File: config.mk
export PLATFORM = sky130hd
export DESIGN_NAME = counter
export DESIGN_NICKNAME = d
export VERILOG_FILES = /design/src/rtl/counter.sv
export SDC_FILE = /design/constraint.sdc
export NUM_CORES = 1
export LEC_CHECK = 0
export ABC_AREA = 1
export CAP_MARGIN = 15
export CORE_AREA = 2 2 39 41
export CTS_CLUSTER_DIAMETER = 40
export CTS_CLUSTER_SIZE = 8
export DETAILED_ROUTE_END_ITERATION = 10
export DIE_AREA = 0 0 41 43
export PLACE_DENSITY_LB_ADDON = 0.3
export SLEW_MARGIN = 10
export SYNTH_ARGS = -nofsm -noshare
export SYNTH_HDL_FRONTEND = slang
export SYNTH_SLANG_ARGS = --single-unit
File: constraint.sdc
create_clock -name clk -period 1.41 [get_ports clk]
set_input_delay 0.2115 -clock clk [delete_from_list [all_inputs] [get_ports clk]]
set_output_delay 0.2115 -clock clk [all_outputs]
set_load 0.01 [all_outputs]
File: src/rtl/counter.sv
// rtl/counter.sv - enable-gated wrap-around up-counter with one-cycle overflow pulse
module counter #(
  parameter int WIDTH = 8
) (
  input  logic             clk,
  input  logic             rst,
  input  logic             enable,
  output logic [WIDTH-1:0] count,
  output logic             overflow
);

  localparam logic [WIDTH-1:0] ONE = WIDTH'(1);

  logic [WIDTH-1:0] count_q, count_d;
  logic             overflow_q, overflow_d;

  // The pulse is raised on the same edge that carries count from all-ones to zero.
  always_comb begin
    count_d    = count_q;
    overflow_d = 1'b0;
    if (enable) begin
      count_d    = count_q + ONE;
      overflow_d = &count_q;
    end
  end

  always_ff @(posedge clk or posedge rst) begin
    if (rst) begin
      count_q    <= '0;
      overflow_q <= 1'b0;
    end else begin
      count_q    <= count_d;
      overflow_q <= overflow_d;
    end
  end

  assign count    = count_q;
  assign overflow = overflow_q;

endmodule

==> metrics.md, run 1 <==
| Metric | Value |
|---|---|
| Cell internal pwr | roughly 0.00077 W |
| Cells after synthesis | between 40 and 50 |
| Reg2reg setup slack | roughly 270 ps |
| Crit path launch type | register |
| Ports | 12 |
| Layout net count | between 70 and 80 |
| Mapped cell area | 419 um2 |
| H-Tree Depth | 1 |
| Placed cell area | 557 um2 |
| Num rows | 14 |
| Final min period | approximately 1300 ps |
| Area grow syn2layout | 42.7% |
| Flop pwr share | 0.376 |
| Final Setup Violations | 0 |
| Hold Buf Count CTS | 0 |
| Num CTS Buffers | 3 |
| CTS Sinks | 9 |
| Pwr per Cell Area | 2050 mW/mm2 |
| Chip width | 41 um |
| Relative slew slack | 0.768 |
| Sw frac | 0.374 |
| Min-delay worst type | in2async |
| Post-synth EDFFs | 0 |
| Clk pwr share | 0.160 |
| Syn avg cell area | 8.73 um2 |
| Core area | between 0.001 and 0.0015 mm2 |
| Lkg Pwr | about 0.33 nW |
| Most frequent cells after synthesis | nand2_1, dfrtp_1, inv_1 |
| Starting Density | 0.303 |
| Sequential share of the synthesized area | 0.537 |
| Clock skew | 5.71 ps |
| Routed vias/inst | roughly 4 |
| DRT antenna net count | 0 |
| Final Cell Area | 598 um2 |
| 1st-iter DRT viols | 5 |
| Max Freq | between 700 and 800 MHz |
| Remaining DRCs | 0 |
| MaxCap Viol Count | 0 |
| Syn_nets | between 50 and 60 |
| CP bufs+invs | 1 |
| Kind of critical path | reg2out |
| Post-Layout Cell Count | between 80 and 90 |
| Port buffer count | 11 |
| Dpl cells | 76 |
| Final core area utilization | 0.432 |
| Clock Path Buffers | 2 |
| Maximum vdd drop | 851 uV |
| R2r worst-path depth | 6 |
| Sw power | between 0.0004 and 0.0005 W |
| Outcome | completed |
| DP HPWL | 537 um |
| Setup TNS | 0 ps |
| Yosys reg bits | 9 |
| Worst path max stage delay | about 530 ps |
| Dominant cell type by area after synthesis | dfrtp_1 |
| Logic pwr share | 0.464 |
| Fin. max-slew vios | 0 |
| Synth warn | 0 |
| Ranking of synthesized cells by area | dfrtp_1, nand2_1, xor2_1 |
| Worst r2r src | count[0]$_DFFE_PP0P_ |
| Top_reg_cell synth | dfrtp_1 |
| Routability-driven placement congestion ratio | about 0.74 |
| CTS tree | built |
| Crit-path leading delay family | buffers and inverters |
| N_diodes | 0 |
| GRT overflow | 0 |
| Wire per inst | slightly above 9 um |
| Synth top area share | 0.537 |
| Fin crit share | 0.949 |
| Root buf cell | clkbuf_4 |
| Worst EP arrival | about 1100 ps |
| Worst r2r dst | count[6]$_DFFE_PP0P_ |
| Slowest-stage cell, CP | clkdlybuf4s50_1 |
| Register clock-pin slew on the reported worst setup and hold paths | 60 ps |
| DIE HEIGHT | roughly 43 um |
| Layout cells sized above 1 | 0.121 |
| Critical Path End Type | output pin |
| Final hold vios | 0 |
| CP Cell Sequence | clkdlybuf4s50_1 |
| Fill cells | 145 |
| Async S/R FF share, synth | 1.00 |
| RSZ-0062 raised after global routing | no |
| Total number of vias | 338 |
| First-pass GRT wire length | between 1 and 1.5 mm |
| Least-Margin Pin Slew | about 350 ps |
| Initial antenna violation count | 0 |
| Vias in the first global route | 306 |
| GRT Total Usage | 0.105 |
| Top-count cell post-synth | nand2_1 |
| Post-synth cell types | 9 |
| CP Max Fanout | 2 |
| Worst Path Required | approximately 1200 ps |
| DR pass1 iterations | 4 |
| Skew-Pair Late Insertion Delay | 260 ps |
| Largest net degree at the start of global routing | 10 |
| Die Area | between 0.0015 and 0.002 mm2 |
| Final wirelength | 743 um |
[cell families after synthesis]
group,after synthesis,share of synthesized area
simple gates,24,0.242
xor+xnor,4,0.0836
buf+inv,9,0.0806
fa+ha+maj,1,0.0298
flops,9,0.537
mux,1,0.0269
[placed cells by master, fill, tap and decap left out]
| cell type | synthesis | final |
|---|---|---|
| clkbuf_4 | 0 | 3 |
| nand3_1 | 3 | 3 |
| clkbuf_1 | 0 | 1 |
| xor2_1 | 4 | 4 |
| nor2_1 | 5 | 5 |
| clkdlybuf4s50_1 | 0 | 5 |
| ha_1 | 1 | 1 |
| nor2_4 | 1 | 1 |
| inv_1 | 9 | 9 |
| dlygate4sd2_1 | 0 | 4 |
| dlymetal6s2s_1 | 0 | 2 |
| nand2_1 | 15 | 15 |
| mux2_2 | 1 | 1 |
| buf_4 | 0 | 3 |
| dfrtp_1 | 9 | 9 |
[registers in the layout, indices dropped and copies added, names as in the netlist]
signal    flops
overflow      1
count         8
[final cells by class]
class                      instances  area, um2  share of cell area
tap                               16       20.0              0.0335
clock buffer                       4       26.3              0.0439
multi-input combinational         30        160               0.268
inverter                           9       33.8              0.0565
sequential                         9        225               0.377
timing repair buffer              14        133               0.222
[timing repair]
item,in CTS,in global routing
endpoints found under the setup margin,6,2
buffers inserted,2,0
resized for setup,4,2
[power by group through the flow]
stage                     clock network [W]  logic (W)  registers, W
after global placement                    0   0.000536      0.000489
after detailed placement                  0   0.000543      0.000492
after CTS                          0.000204   0.000575      0.000461
final                              0.000196   0.000570      0.000462
after floorplan                           0   0.000233      0.000528
after global routing               0.000215   0.000627      0.000482
[worst max-delay path by stage]
stage	startpoint	endpoint	cells after the start	slack, ps
global route	count[3]$_DFFE_PP0P_	count[3]	1	30
floorplan	count[0]$_DFFE_PP0P_	count[1]$_DFFE_PP0P_	2	320
global placement	enable	count[6]$_DFFE_PP0P_	6	110
detailed placement	enable	count[6]$_DFFE_PP0P_	6	110
finish	count[2]$_DFFE_PP0P_	count[2]	1	70
CTS	count[6]$_DFFE_PP0P_	count[6]	1	0.7
[routing by layer]
metal / vias to the layer above / global-route usage / part of all wire
met5: - / 0 / 0
li1: 177 / - / -
met3: 0 / 0.0785 / 0.067
met1: 148 / 0.118 / 0.43
met4: 0 / 0.0600 / 0
met2: 13 / 0.138 / 0.50
[through the flow]
step                      total power [W]  hold WS (ps)  worst slack [ps]
after floorplan                  0.000762          39.4               320
after global placement            0.00103           478               112
after detailed placement          0.00104           487               114
after CTS                         0.00124           220             0.686
after global routing              0.00132           231              28.8
final                             0.00123           214              71.2
Note: power is estimated with default switching activity, not from simulation.
==> run 2: changes to the inputs <==
--- a/config.mk
+++ b/config.mk
@@ -13,7 +13,8 @@
 export DETAILED_ROUTE_END_ITERATION = 10
 export DIE_AREA = 0 0 41 43
 export PLACE_DENSITY_LB_ADDON = 0.3
-export SLEW_MARGIN = 10
+export SLEW_MARGIN = 20
 export SYNTH_ARGS = -nofsm -noshare
 export SYNTH_HDL_FRONTEND = slang
 export SYNTH_SLANG_ARGS = --single-unit
+export TNS_END_PERCENT = 10
==> constraint.sdc (replaced) <==
create_clock -name clk -period 1.67 [get_ports clk]
set_input_delay 0.2505 -clock clk [delete_from_list [all_inputs] [get_ports clk]]
set_output_delay 0.2505 -clock clk [all_outputs]
set_load 0.01 [all_outputs]
==> metrics.md, run 2 (same netlist as run 1, synthesis figures left out) <==
| Metric | Value |
|---|---|
| First-pass GRT wire length | 1.01 mm (-13%) |
| Worst Path Required | 1420 ps (+220 ps) |
| Initial antenna violation count | 0 (unchanged) |
| Lkg Pwr | 0.293 nW (-11%) |
| Outcome | completed |
| Fin. max-slew vios | 0 (unchanged) |
| Kind of critical path | reg2out |
| CP bufs+invs | 1 (unchanged) |
| Fin crit share | 0.886 |
| Core area | 0.00138 mm2 (unchanged) |
| Crit-path leading delay family | buffers and inverters |
| Remaining DRCs | 0 (unchanged) |
| MaxCap Viol Count | 0 (unchanged) |
| DP HPWL | 525 um (-2.2%) |
| Ports | 12 (unchanged) |
| H-Tree Depth | 1 (unchanged) |
| Worst path max stage delay | 560 ps (+30 ps) |
| DRT antenna net count | 0 (unchanged) |
| Vias in the first global route | 274 (-10%) |
| Starting Density | 0.303 (unchanged) |
| Final min period | between 1000 and 1500 ps |
| Min-delay worst type | in2async |
| Reg2reg setup slack | 550 ps (+280 ps) |
| Worst r2r src | count[0]$_DFFE_PP0P_ |
| R2r worst-path depth | 6 (unchanged) |
| # Post-CTS Setup Buffers | 0 (-2) |
| Least-Margin Pin Slew | 337 ps (-10.6 ps) |
| Commonest non-fill, non-tap cell in the layout | nand2_1 |
| Maximum vdd drop | 617 uV (-28%) |
| Wire per inst | 8.90 um (-1.8%) |
| Hold Buf Count CTS | 0 (unchanged) |
| Final core area utilization | 0.416 (-0.0163) |
| GRT Total Usage | 0.0903 (-0.0148) |
| CTS Sinks | 9 (unchanged) |
| Clock Path Buffers | 2 (unchanged) |
| DIE HEIGHT | 43 um (unchanged) |
| Largest net degree at the start of global routing | 10 (unchanged) |
| Final Cell Area | 576 um2 (-3.8%) |
| Commonest non-fill, non-tap cells in the layout | nand2_1, clkdlybuf4s50_1, inv_1, dfrtp_1, nor2_1 |
| Dpl cells | 75 (-1.3%) |
| Slowest-stage cell, CP | clkdlybuf4s50_1 |
| Worst EP arrival | 1230 ps (+100 ps) |
| GRT overflow | 0 (unchanged) |
| RSZ-0062 raised after global routing | no |
| Final wirelength | 703 um (-5.4%) |
| Area grow syn2layout | 37.3% |
| Met3 wire len | 29 um (-42%) |
| DR pass1 iterations | 4 (unchanged) |
| Largest register FFs | 8 (unchanged) |
| Final Setup Violations | 0 (unchanged) |
| Routability-driven placement congestion ratio | 0.705 (-4.7%) |
| CP Max Fanout | 5 (+3) |
| Register clock-pin slew on the reported worst setup and hold paths | 60 ps (about the same) |
| Max Freq | between 600 and 700 MHz |
| Overall power | 0.00103 W (-16%) |
| Num CTS Buffers | 3 (unchanged) |
| Placed cell area | 549 um2 (-1.3%) |
| Layout cells sized above 1 | 0.0794 (-0.0418) |
| 1st-iter DRT viols | 8 (+3) |
| CP Cell Sequence | clkdlybuf4s50_1 |
| DR WL met2 | 336 um (-8.9%) |
| Routed vias/inst | 4.19 (+1.6%) |
| Pwr per Cell Area | 1790 mW/mm2 (-13%) |
| PostCTS Resize Cnt | 0 (-4) |
| Layout net count | 68 (-4.2%) |
| Total number of vias | 331 (-2.1%) |
| Root buf cell | clkbuf_4 |
| CTS tree | built |
| Clock skew | 0.830 ps (-4.88 ps) |
| Relative slew slack | 0.775 (+0.00709) |
| WL met1 | 317 um (-1.9%) |
| Die Area | 0.00176 mm2 (unchanged) |
| Chip width | 41 um (unchanged) |
| N_diodes | 0 (unchanged) |
| Fill cells | 141 (-2.8%) |
| Critical Path End Type | output pin |
| Skew-Pair Late Insertion Delay | 250 ps (about the same) |
| Worst r2r dst | count[6]$_DFFE_PP0P_ |
| Setup TNS | 0 ps (unchanged) |
| Top layer in use | met4 |
| Post-Layout Cell Count | 79 (-3.7%) |
| Crit path launch type | register |
| Port buffer count | 11 (unchanged) |
| Num rows | 14 (unchanged) |
| Final hold vios | 0 (unchanged) |
==> run 2: routing by layer <==
metal	vias to the layer above	track usage
li1	172	-
met1	147	0.0997
met3	2	0.0157
met4	0	0.100
met2	10	0.128
met5	-	0
==> run 2: worst max-delay path by stage <==
stage                           endpoint                  from  depth (start not counted)
CTS                             count[2]  count[2]$_DFFE_PP0P_                          1
floorplan           count[1]$_DFFE_PP0P_  count[0]$_DFFE_PP0P_                          2
detailed placement  count[5]$_DFFE_PP0P_                enable                          6
global placement    count[5]$_DFFE_PP0P_                enable                          6
global route                    count[2]  count[2]$_DFFE_PP0P_                          1
finish                          count[2]  count[2]$_DFFE_PP0P_                          1
==> run 2: report_power, final <==
part,internal [W],switching [W]
Clock,0.0000920,0.0000740
Sequential,0.000312,0.0000990
Combinational,0.000249,0.000207
Total,0.000653,0.000380
==> run 2: metrics by stage <==
step,hold slack [ps],setup WS [ps]
after global routing,302,158
after detailed placement,481,273
after CTS,265,177
final,256,191
after floorplan,78.4,580
after global placement,478,292
==> run 2: area by class of cell <==
type	count	area, um2	area share
clock buffers	4	26.3	0.0457
flip-flops and latches	9	225	0.391
repair buffers	11	110	0.191
inverters	9	33.8	0.0587
well taps	16	20.0	0.0348
multi-input cells	30	160	0.278
